File: src/rtl/recip_arbiter.sv
// Round-robin scheduler sharing one multi-cycle reciprocal engine among N requesters.
// Latency: accept edge -> eng_start next cycle; response L+1 cycles after start (L = engine latency).
// Backpressure: one request in flight; req_ready only in IDLE; watchdog overrun halts service until reset.
module recip_arbiter #(
    parameter int W       = 32,
    parameter int N       = 4,
    parameter int TIMEOUT = 64
) (
    input  logic                 clk,
    input  logic                 rst_n,
    input  logic [N-1:0]         req_valid,
    input  logic [N*W-1:0]       req_x,
    output logic [N-1:0]         req_ready,
    output logic [N-1:0]         rsp_valid,
    output logic [W-1:0]         rsp_data,
    output logic                 rsp_invalid,
    output logic                 rsp_timeout,
    output logic                 eng_start,
    output logic [W-1:0]         eng_x,
    input  logic                 eng_done,
    input  logic [W-1:0]         eng_result,
    input  logic                 eng_invalid,
    output logic                 busy,
    output logic [$clog2(N)-1:0] grant_id,
    output logic                 fault
);
    localparam int IW = $clog2(N);
    localparam int CW = $clog2(TIMEOUT);

    typedef enum logic [2:0] {S_IDLE, S_LAUNCH, S_WAIT, S_RESP, S_FAULT} state_t;

    state_t         state, state_nx;
    logic [IW-1:0]  last_grant;
    logic [CW-1:0]  wd_cnt;
    logic [IW-1:0]  win;
    logic [IW-1:0]  cand;
    logic           found;
    logic           wd_hit;
    logic [W-1:0]   x_arr [N];

    always_comb begin
        for (int i = 0; i < N; i++) begin
            x_arr[i] = req_x[i*W +: W];
        end
    end

    // Scan starts just after the last grant so the previous winner ends up with the lowest priority.
    always_comb begin
        found = 1'b0;
        win   = '0;
        cand  = last_grant;
        for (int k = 0; k < N; k++) begin
            cand = (cand == IW'(N-1)) ? '0 : cand + 1'b1;
            if (!found && req_valid[cand]) begin
                found = 1'b1;
                win   = cand;
            end
        end
    end

    assign wd_hit = (wd_cnt == CW'(TIMEOUT-1));

    always_comb begin
        for (int i = 0; i < N; i++) begin
            req_ready[i] = rst_n && (state == S_IDLE) && found && (win == IW'(i));
            rsp_valid[i] = (state == S_RESP) && (grant_id == IW'(i));
        end
    end

    always_comb begin
        state_nx = state;
        case (state)
            S_IDLE:   if (found) state_nx = S_LAUNCH;
            S_LAUNCH: state_nx = S_WAIT;
            S_WAIT:   if (eng_done || wd_hit) state_nx = S_RESP;
            S_RESP:   state_nx = fault ? S_FAULT : S_IDLE;
            S_FAULT:  state_nx = S_FAULT;
            default:  state_nx = S_IDLE;
        endcase
    end

    always_ff @(posedge clk or negedge rst_n) begin
        if (!rst_n) begin
            state       <= S_IDLE;
            last_grant  <= IW'(N-1);
            wd_cnt      <= '0;
            eng_x       <= '0;
            grant_id    <= '0;
            rsp_data    <= '0;
            rsp_invalid <= 1'b0;
            rsp_timeout <= 1'b0;
            fault       <= 1'b0;
            eng_start   <= 1'b0;
            busy        <= 1'b0;
        end else begin
            state     <= state_nx;
            eng_start <= (state_nx == S_LAUNCH);
            busy      <= (state_nx != S_IDLE);
            case (state)
                S_IDLE: begin
                    if (found) begin
                        eng_x    <= x_arr[win];
                        grant_id <= win;
                    end
                end
                S_LAUNCH: wd_cnt <= '0;
                S_WAIT: begin
                    wd_cnt <= wd_cnt + 1'b1;
                    // A done landing on the last watchdog cycle still counts as a clean run.
                    if (eng_done) begin
                        rsp_data    <= eng_result;
                        rsp_invalid <= eng_invalid;
                        rsp_timeout <= 1'b0;
                    end else if (wd_hit) begin
                        rsp_data    <= '0;
                        rsp_invalid <= 1'b1;
                        rsp_timeout <= 1'b1;
                        fault       <= 1'b1;
                    end
                end
                S_RESP: last_grant <= grant_id;
                default: ;
            endcase
        end
    end
endmodule

File: config.mk
export PLATFORM = sky130hd
export DESIGN_NAME = recip_arbiter
export DESIGN_NICKNAME = d
export VERILOG_FILES = /design/src/rtl/recip_arbiter.sv
export SDC_FILE = /design/constraint.sdc
export NUM_CORES = 1
export LEC_CHECK = 0
export ABC_AREA = 1
export BUFFER_PORTS_ARGS = -buffer_cell sky130_fd_sc_hd__buf_2
export CORE_MARGIN = 2
export CORE_UTILIZATION = 49
export CTS_CLUSTER_DIAMETER = 120
export DETAILED_ROUTE_END_ITERATION = 8
export GPL_ROUTABILITY_DRIVEN = 1
export GPL_TIMING_DRIVEN = 0
export PLACE_DENSITY = 0.86
export SLEW_MARGIN = 20
export SYNTH_ARGS = -nofsm -noshare
export SYNTH_HDL_FRONTEND = slang
export SYNTH_SLANG_ARGS = --single-unit
File: constraint.sdc
create_clock -name clk -period 7.8 [get_ports clk]
set_clock_uncertainty 0.1 [all_clocks]
set_input_delay 1.56 -clock clk [delete_from_list [all_inputs] [get_ports clk]]
set_output_delay 1.56 -clock clk [all_outputs]
set_load 0.03 [all_outputs]
==> metrics.txt, run 1 <==
Max clock buf depth=2; HP Class=reg2reg; RSZ-0062 raised after global routing=false; initial antenna violation count=0; postcts setup bufs=0; starting density of the core=50.6%; Clock power frac=8.6%; Yosys reg bits=82; DIE AREA=10400 um^2; net count after synthesis=835; Pint=between 0.0015 and 0.002 W; gr ovfl total=0; layout cell share with drive strength beyond 1=32.8%; status=completed; CP Launch Type=input port; H-tree lvl count=3; slowest cell delay on critical path=approximately 0.29 ns; XOR/XNOR Fraction of Synth Area=0%; compound-cell area share of the yosys netlist=between 8 and 9%; GRT Util Overall=29.3%; final layout net count=1093; post-CTS sizing=0; Leak=3.89 nW; synthesized area=4700 um^2; first drt pass iteration count=5; CTS Buf Count=9; vias per inst=5.04; Seq pwr share=about a fifth; die height=102 um; CTS tree=done; drt wl/cell=roughly 14 um; Mapped Cells=about 670; FP Rows=35; crit end category=primary output; clock latency on the worst-skew pair=0.35 ns; via count=5332; FMAX=~200 MHz; ANT nets after route=0; area grow syn2layout=34.6%; adder-cell area share of the yosys netlist=less than 1%; TNS Setup=0 ns; antenna cells=0; Root Driver=clkbuf_8; sw frac=55.9%; vias in the first global route=5022; switching power total=0.00209 W; Worst-path clk slew=0.08 ns; Total Power=0.00374 W; Die W=102 um; largest family of logic cells by synthesized area=simple AND/OR/NAND/NOR gates; sequential area share after synthesis=a little over two fifths; initial drt markers=227; cell area after layout=6320 um^2; Syn Area/Cell=7.06 um^2; I/O Pins=247; Crit Path Class=in2out; Logic pwr share=71.9%; max cap viols=0; CTS Sinks=82; CP most frequent cell=buf_2; PwrDens=approximately 590 nW/um^2; Core Area=9280 um^2; port buffer count=246; post-layout minimum cycle time=4.99 ns; first-pass GRT wire length=roughly 24 mm; Least-Margin Pin Slew=0.521 ns; largest net degree at the start of global routing=60; final slew viol count=0; routed wire length=15.1 mm; Remaining DRCs=0; Max FO, Critical Path=10; # hold bufs at CTS=0; GP Congestion=0.926; final hold viol count=0; number of synthesis warnings=0; final cell count without fillers=1057; number of setup violations in the final report=0; worst path required time=6.14 ns; Max-slew headroom=65.1%; Cell Area, Placed=about 6000 um^2; WP data arrival=3.33 ns; CP Cell Sequence=buf_2 -> inv_1 -> o21ai_0 -> nand2_1 -> nand2_1 -> a21boi_2 -> nand3_1 -> o21ai_4 -> inv_2 -> buf_2 -> nor3_1 -> buf_2; CP max-delay cell=o21ai_4; Tcrit/Tclk final=a little under two thirds; multiplexer share of the synthesized area=0.240%; Post-Synth Simple-Gate Area=between 40% and 50%; placed instance count=1041; Detailed Place HPWL=11.7 mm; VDD IR-drop max=0.000339 V; Synth cell types=30
-- kinds of logic after synthesis --
logic type	Yosys count
AND/OR/NAND/NOR	467
flip-flops	82
buffers and inverters	65
AO/OA/AOI/OAI	48
adder cells (fa/ha/maj)	2
multiplexers	1
-- path summary, 6_finish.rpt --
| check | end | slack, ns | startpoint | cells after the start |
|---|---|---|---|---|
| setup reg to reg | eng_x[11] | 4.95 | last_grant[0] | 12 |
| hold / removal | eng_x[19] | 0.38 | eng_x[19] | 2 |
| hold reg to reg | eng_x[19] | 0.38 | eng_x[19] | 2 |
| setup / recovery | req_ready[1] | 2.81 | req_valid[1] | 12 |
| min in group asynchronous | eng_x[8] | 1.01 | rst_n | 1 |
| max in group asynchronous | last_grant[0] | 5.95 | rst_n | 2 |
-- placed cells by master (no fill, tap or decap), types with 2 or more instances in the layout --
cell / count
nand2_1: 366
buf_2: 260
dfrtp_1: 80
nand3_1: 72
a22o_1: 33
inv_1: 22
nor2_1: 14
clkbuf_8: 9
clkbuf_1: 8
buf_4: 7
o21ai_0: 6
nor3_1: 6
buf_6: 6
buf_1: 5
nand2_2: 4
inv_2: 3
o22ai_1: 3
a21oi_1: 2
ha_1: 2
clkinvlp_4: 2
dfstp_2: 2
-- area by class of cell --
| cell class | count | area (um^2) |
|---|---|---|
| plain buffers | 39 | 233 |
| clock inverters | 6 | 73.8 |
| repair buffers | 247 | 1260 |
| fillers | 866 | 2960 |
| flip-flops and latches | 82 | 2050 |
| multi-input cells | 518 | 2310 |
| inverters | 26 | 97.6 |
| clock buffers | 10 | 128 |
| well taps | 129 | 161 |
-- flip-flops by register name, indices dropped and copies added (netlist names), 2 cells and up --
register,cells
eng_x,32
state,3
last_grant,2
grant_id,2
wd_cnt,6
rsp_data,32
-- metal layers --
| metal | GRT usage (%) | vias to the layer above | wire (um) |
|---|---|---|---|
| li1 | - | 2639 | - |
| met1 | 39.1 | 2456 | 6340 |
| met2 | 48.8 | 203 | 7380 |
| met3 | 4.24 | 34 | 970 |
| met4 | 11.0 | 0 | 408 |
| met5 | 0 | - | 0 |
-- power groups by stage --
stage	Clock [W]	Combinational [W]	Sequential, W
after global placement	0	0.00264	0.000723
after detailed placement	0	0.00268	0.000732
after floorplan	0	0.00163	0.00105
after global routing	0.000342	0.00302	0.000750
after CTS	0.000323	0.00269	0.000726
final	0.000322	0.00269	0.000728
-- critical path: cells and delay by family --
kind                   cells  cell delay [ns]
buffers and inverters      5             0.75
AOI/OAI and AO/OA          3             0.53
and+or+nand+nor            4             0.47
-- cells in the mapped netlist (all sizes together) --
| cell | instances | area share, % |
|---|---|---|
| ha | 2 | 0.53 |
| nor3 | 7 | 0.85 |
| dfrtp | 80 | 43 |
| a32o | 1 | 0.21 |
| nand3 | 72 | 7.7 |
| a21oi | 2 | 0.21 |
| inv | 25 | 2.0 |
| clkinv | 1 | 0.080 |
| a22o | 33 | 6.2 |
| o21ai | 7 | 0.99 |
| o22a | 1 | 0.19 |
| mux2 | 1 | 0.24 |
| nand2 | 370 | 30 |
| nor2 | 15 | 1.4 |
| nand4 | 1 | 0.13 |
| or2 | 1 | 0.13 |
| or3 | 1 | 0.13 |
| buf | 32 | 4.4 |
| clkbuf | 7 | 0.56 |
| o22ai | 3 | 0.40 |
| dfstp | 2 | 1.1 |
| a21boi | 1 | 0.24 |
-- per-stage QoR --
step           hold slack [ns]  setup WS, ns  utilization, %
6_report                 0.380          2.81            68.1
5_1_grt                  0.399          2.59            68.1
4_1_cts                  0.381          2.81            68.1
3_5_place_dp             0.360          2.81            65.9
3_3_place_gp             0.357          2.28            65.6
2_1_floorplan            0.350          2.92               -
No activity file was read; power rests on OpenSTA's default activity.
==> run 2: changes to the inputs <==
--- a/config.mk
+++ b/config.mk
@@ -8,12 +8,12 @@
 export ABC_AREA = 1
 export BUFFER_PORTS_ARGS = -buffer_cell sky130_fd_sc_hd__buf_2
 export CORE_MARGIN = 2
-export CORE_UTILIZATION = 49
+export CORE_UTILIZATION = 41
 export CTS_CLUSTER_DIAMETER = 120
 export DETAILED_ROUTE_END_ITERATION = 8
 export GPL_ROUTABILITY_DRIVEN = 1
 export GPL_TIMING_DRIVEN = 0
-export PLACE_DENSITY = 0.86
+export PLACE_DENSITY = 0.77
 export SLEW_MARGIN = 20
 export SYNTH_ARGS = -nofsm -noshare
 export SYNTH_HDL_FRONTEND = slang
==> constraint.sdc (replaced) <==
create_clock -name clk -period 4.5 [get_ports clk]
set_clock_uncertainty 0.1 [all_clocks]
set_input_delay 0.9 -clock clk [delete_from_list [all_inputs] [get_ports clk]]
set_output_delay 0.9 -clock clk [all_outputs]
set_load 0.03 [all_outputs]
==> run 2 against run 1 <==
Total power up 80%. Wire length up 5.5%. Critical path depth unchanged. First-iteration DRC count up 26%. Register-to-register slack worse by 3.3 ns. Die area up 19%. Design area up 2.1%. Sequential share of layout area down 0.67 points. Combinational power up 73%.
==> metrics.txt, run 2 (same netlist as run 1, synthesis figures left out) <==
status=completed; final slew viol count=0 (unchanged); filler cell count=1128 (+30%); I/O Pins=247 (unchanged); WP data arrival=3.00 ns (-0.33 ns); Worst-path clk slew=0.07 ns (about the same); final hold viol count=0 (unchanged); Max FO, Critical Path=10 (unchanged); Die W=111 um (+9.0%); Largest regs=eng_x x32, rsp_data x32, wd_cnt x6; worst path required time=3.50 ns (-2.64 ns); CTS Sinks=82 (unchanged); number of setup violations in the final report=0 (unchanged); VDD IR-drop max=0.000454 V (+34%); initial antenna violation count=1 (+1); CP Launch Type=flop; Core Area=11300 um^2 (+22%); PwrDens=1050 nW/um^2 (+77%); Leak=3.95 nW (+1.5%); FP Rows=39 (+11%); H-tree lvl count=3 (unchanged); final layout net count=1093 (unchanged); via count=5363 (+0.58%); Least-Margin Pin Slew=0.520 ns (-0.00117 ns); post-layout minimum cycle time=4.00 ns; initial drt markers=285 (+26%); Remaining DRCs=0 (unchanged); vias per inst=5.01 (-0.73%); Max clock buf depth=2 (unchanged); Tcrit/Tclk final=88.9%; GP Congestion=0.893 (-3.6%); starting density of the core=41.5% (-9.1 points); crit end category=primary output; Cell Area, Placed=6140 um^2 (+0.29%); # hold bufs at CTS=0 (unchanged); layout cell share with drive strength beyond 1=32.8% (+0.035 points); Root Driver=clkbuf_16; first-pass GRT wire length=25.9 mm (+9.2%); HP Class=in2async; max cap viols=0 (unchanged); largest net degree at the start of global routing=57 (-5.0%); cell area after layout=6450 um^2 (+2.1%); Max-slew headroom=65.1% (+0.078 points); post-CTS sizing=0 (unchanged); first drt pass iteration count=6 (+1); Detailed Place HPWL=12.0 mm (+2.6%); port buffer count=246 (unchanged); gr ovfl total=0 (unchanged); routed wire length=15.9 mm (+5.5%); TNS Setup=0 ns (unchanged); commonest non-fill, non-tap cell in the layout=nand2_1; CTS Buf Count=9 (unchanged); GRT Util Overall=26.0% (-3.3 points); drt wl/cell=14.9 um (+4.2%); postcts setup bufs=0 (unchanged); commonest non-fill, non-tap cells in the layout=nand2_1, buf_2, dfrtp_1; area grow syn2layout=37.4%; vias in the first global route=5291 (+5.4%); ANT nets after route=0 (unchanged); DIE AREA=12300 um^2 (+19%); CTS tree=done; clock latency on the worst-skew pair=0.33 ns (-0.02 ns); RSZ-0062 raised after global routing=false; die height=111 um (+9.0%); FMAX=approximately 250 MHz; Crit Path Class=reg2out
==> run 2: changes by cell type in the layout (fill, tap and decap cells not counted) <==
cell	before	now
clkinvlp_4	2	1
clkinv_2	0	1
clkinv_4	1	0
clkbuf_1	8	7
clkbuf_8	9	0
inv_8	1	0
clkbuf_16	0	9
bufinv_16	1	2
diode_2	0	1
inv_6	1	2
==> run 2: power by group <==
part | switching [W] | total, W | internal (W)
clock | 0.000318 | 0.000804 | 0.000487
sequential | 0.000197 | 0.00128 | 0.00108
combinational | 0.00315 | 0.00466 | 0.00151
total | 0.00367 | 0.00675 | 0.00308
==> run 2: path summary, 6_finish.rpt <==
| path | from | to | slack (ns) | cells past startpoint |
|---|---|---|---|---|
| worst max-delay path | last_grant[0] | req_ready[1] | 0.50 | 12 |
| worst min-delay path | rst_n | rsp_data[11] | 0.37 | 1 |
| worst max register to register | last_grant[0] | eng_x[12] | 1.66 | 12 |
| worst min register to register | last_grant[1] | last_grant[1] | 0.38 | 2 |
| max in group asynchronous | rst_n | eng_x[2] | 3.33 | 2 |
| min in group clk | last_grant[1] | last_grant[1] | 0.38 | 2 |
==> run 2: critical path: stages, from the launching register on <==
cell	delay, ns
dfstp_2	0.59
ha_1	0.30
inv_1	0.13
nand2_1	0.07
nand2_2	0.12
nand2_1	0.10
a21boi_2	0.17
nand3_1	0.12
o21ai_4	0.31
inv_2	0.14
buf_2	0.23
nor3_1	0.16
buf_2	0.22
==> run 2: final cells by class <==
cell class	instances	area, um^2	share of cell area, %
multi-input combinational	518	2310	35.8
clock buffer	9	225	3.49
antenna	1	2.50	0.0388
timing repair buffer	247	1260	19.5
sequential	82	2050	31.8
buffer	39	233	3.61
clock inverter	6	90.1	1.40
tap	143	179	2.77
inverter	26	97.6	1.51
==> run 2: metal layers <==
metal  vias up  track usage, %  part of all wire, %
met5         -               0                    0
met4         0            8.81                  3.1
met3        43            4.21                  6.2
met2       225            44.4                   48
met1      2455            33.7                   43
li1       2640               -                    -
==> run 2: per-stage QoR <==
stage	hold slack [ns]	util, %	power, W	worst slack (ns)	cells
floorplan	0.350	-	0.00464	0.899	665
global placement	0.358	53.9	0.00587	0.409	1054
detailed placement	0.360	54.2	0.00592	0.827	1055
CTS	0.377	57.0	0.00675	0.499	1070
global route	0.393	57.0	0.00738	0.267	1071
finish	0.375	57.0	0.00675	0.500	1071
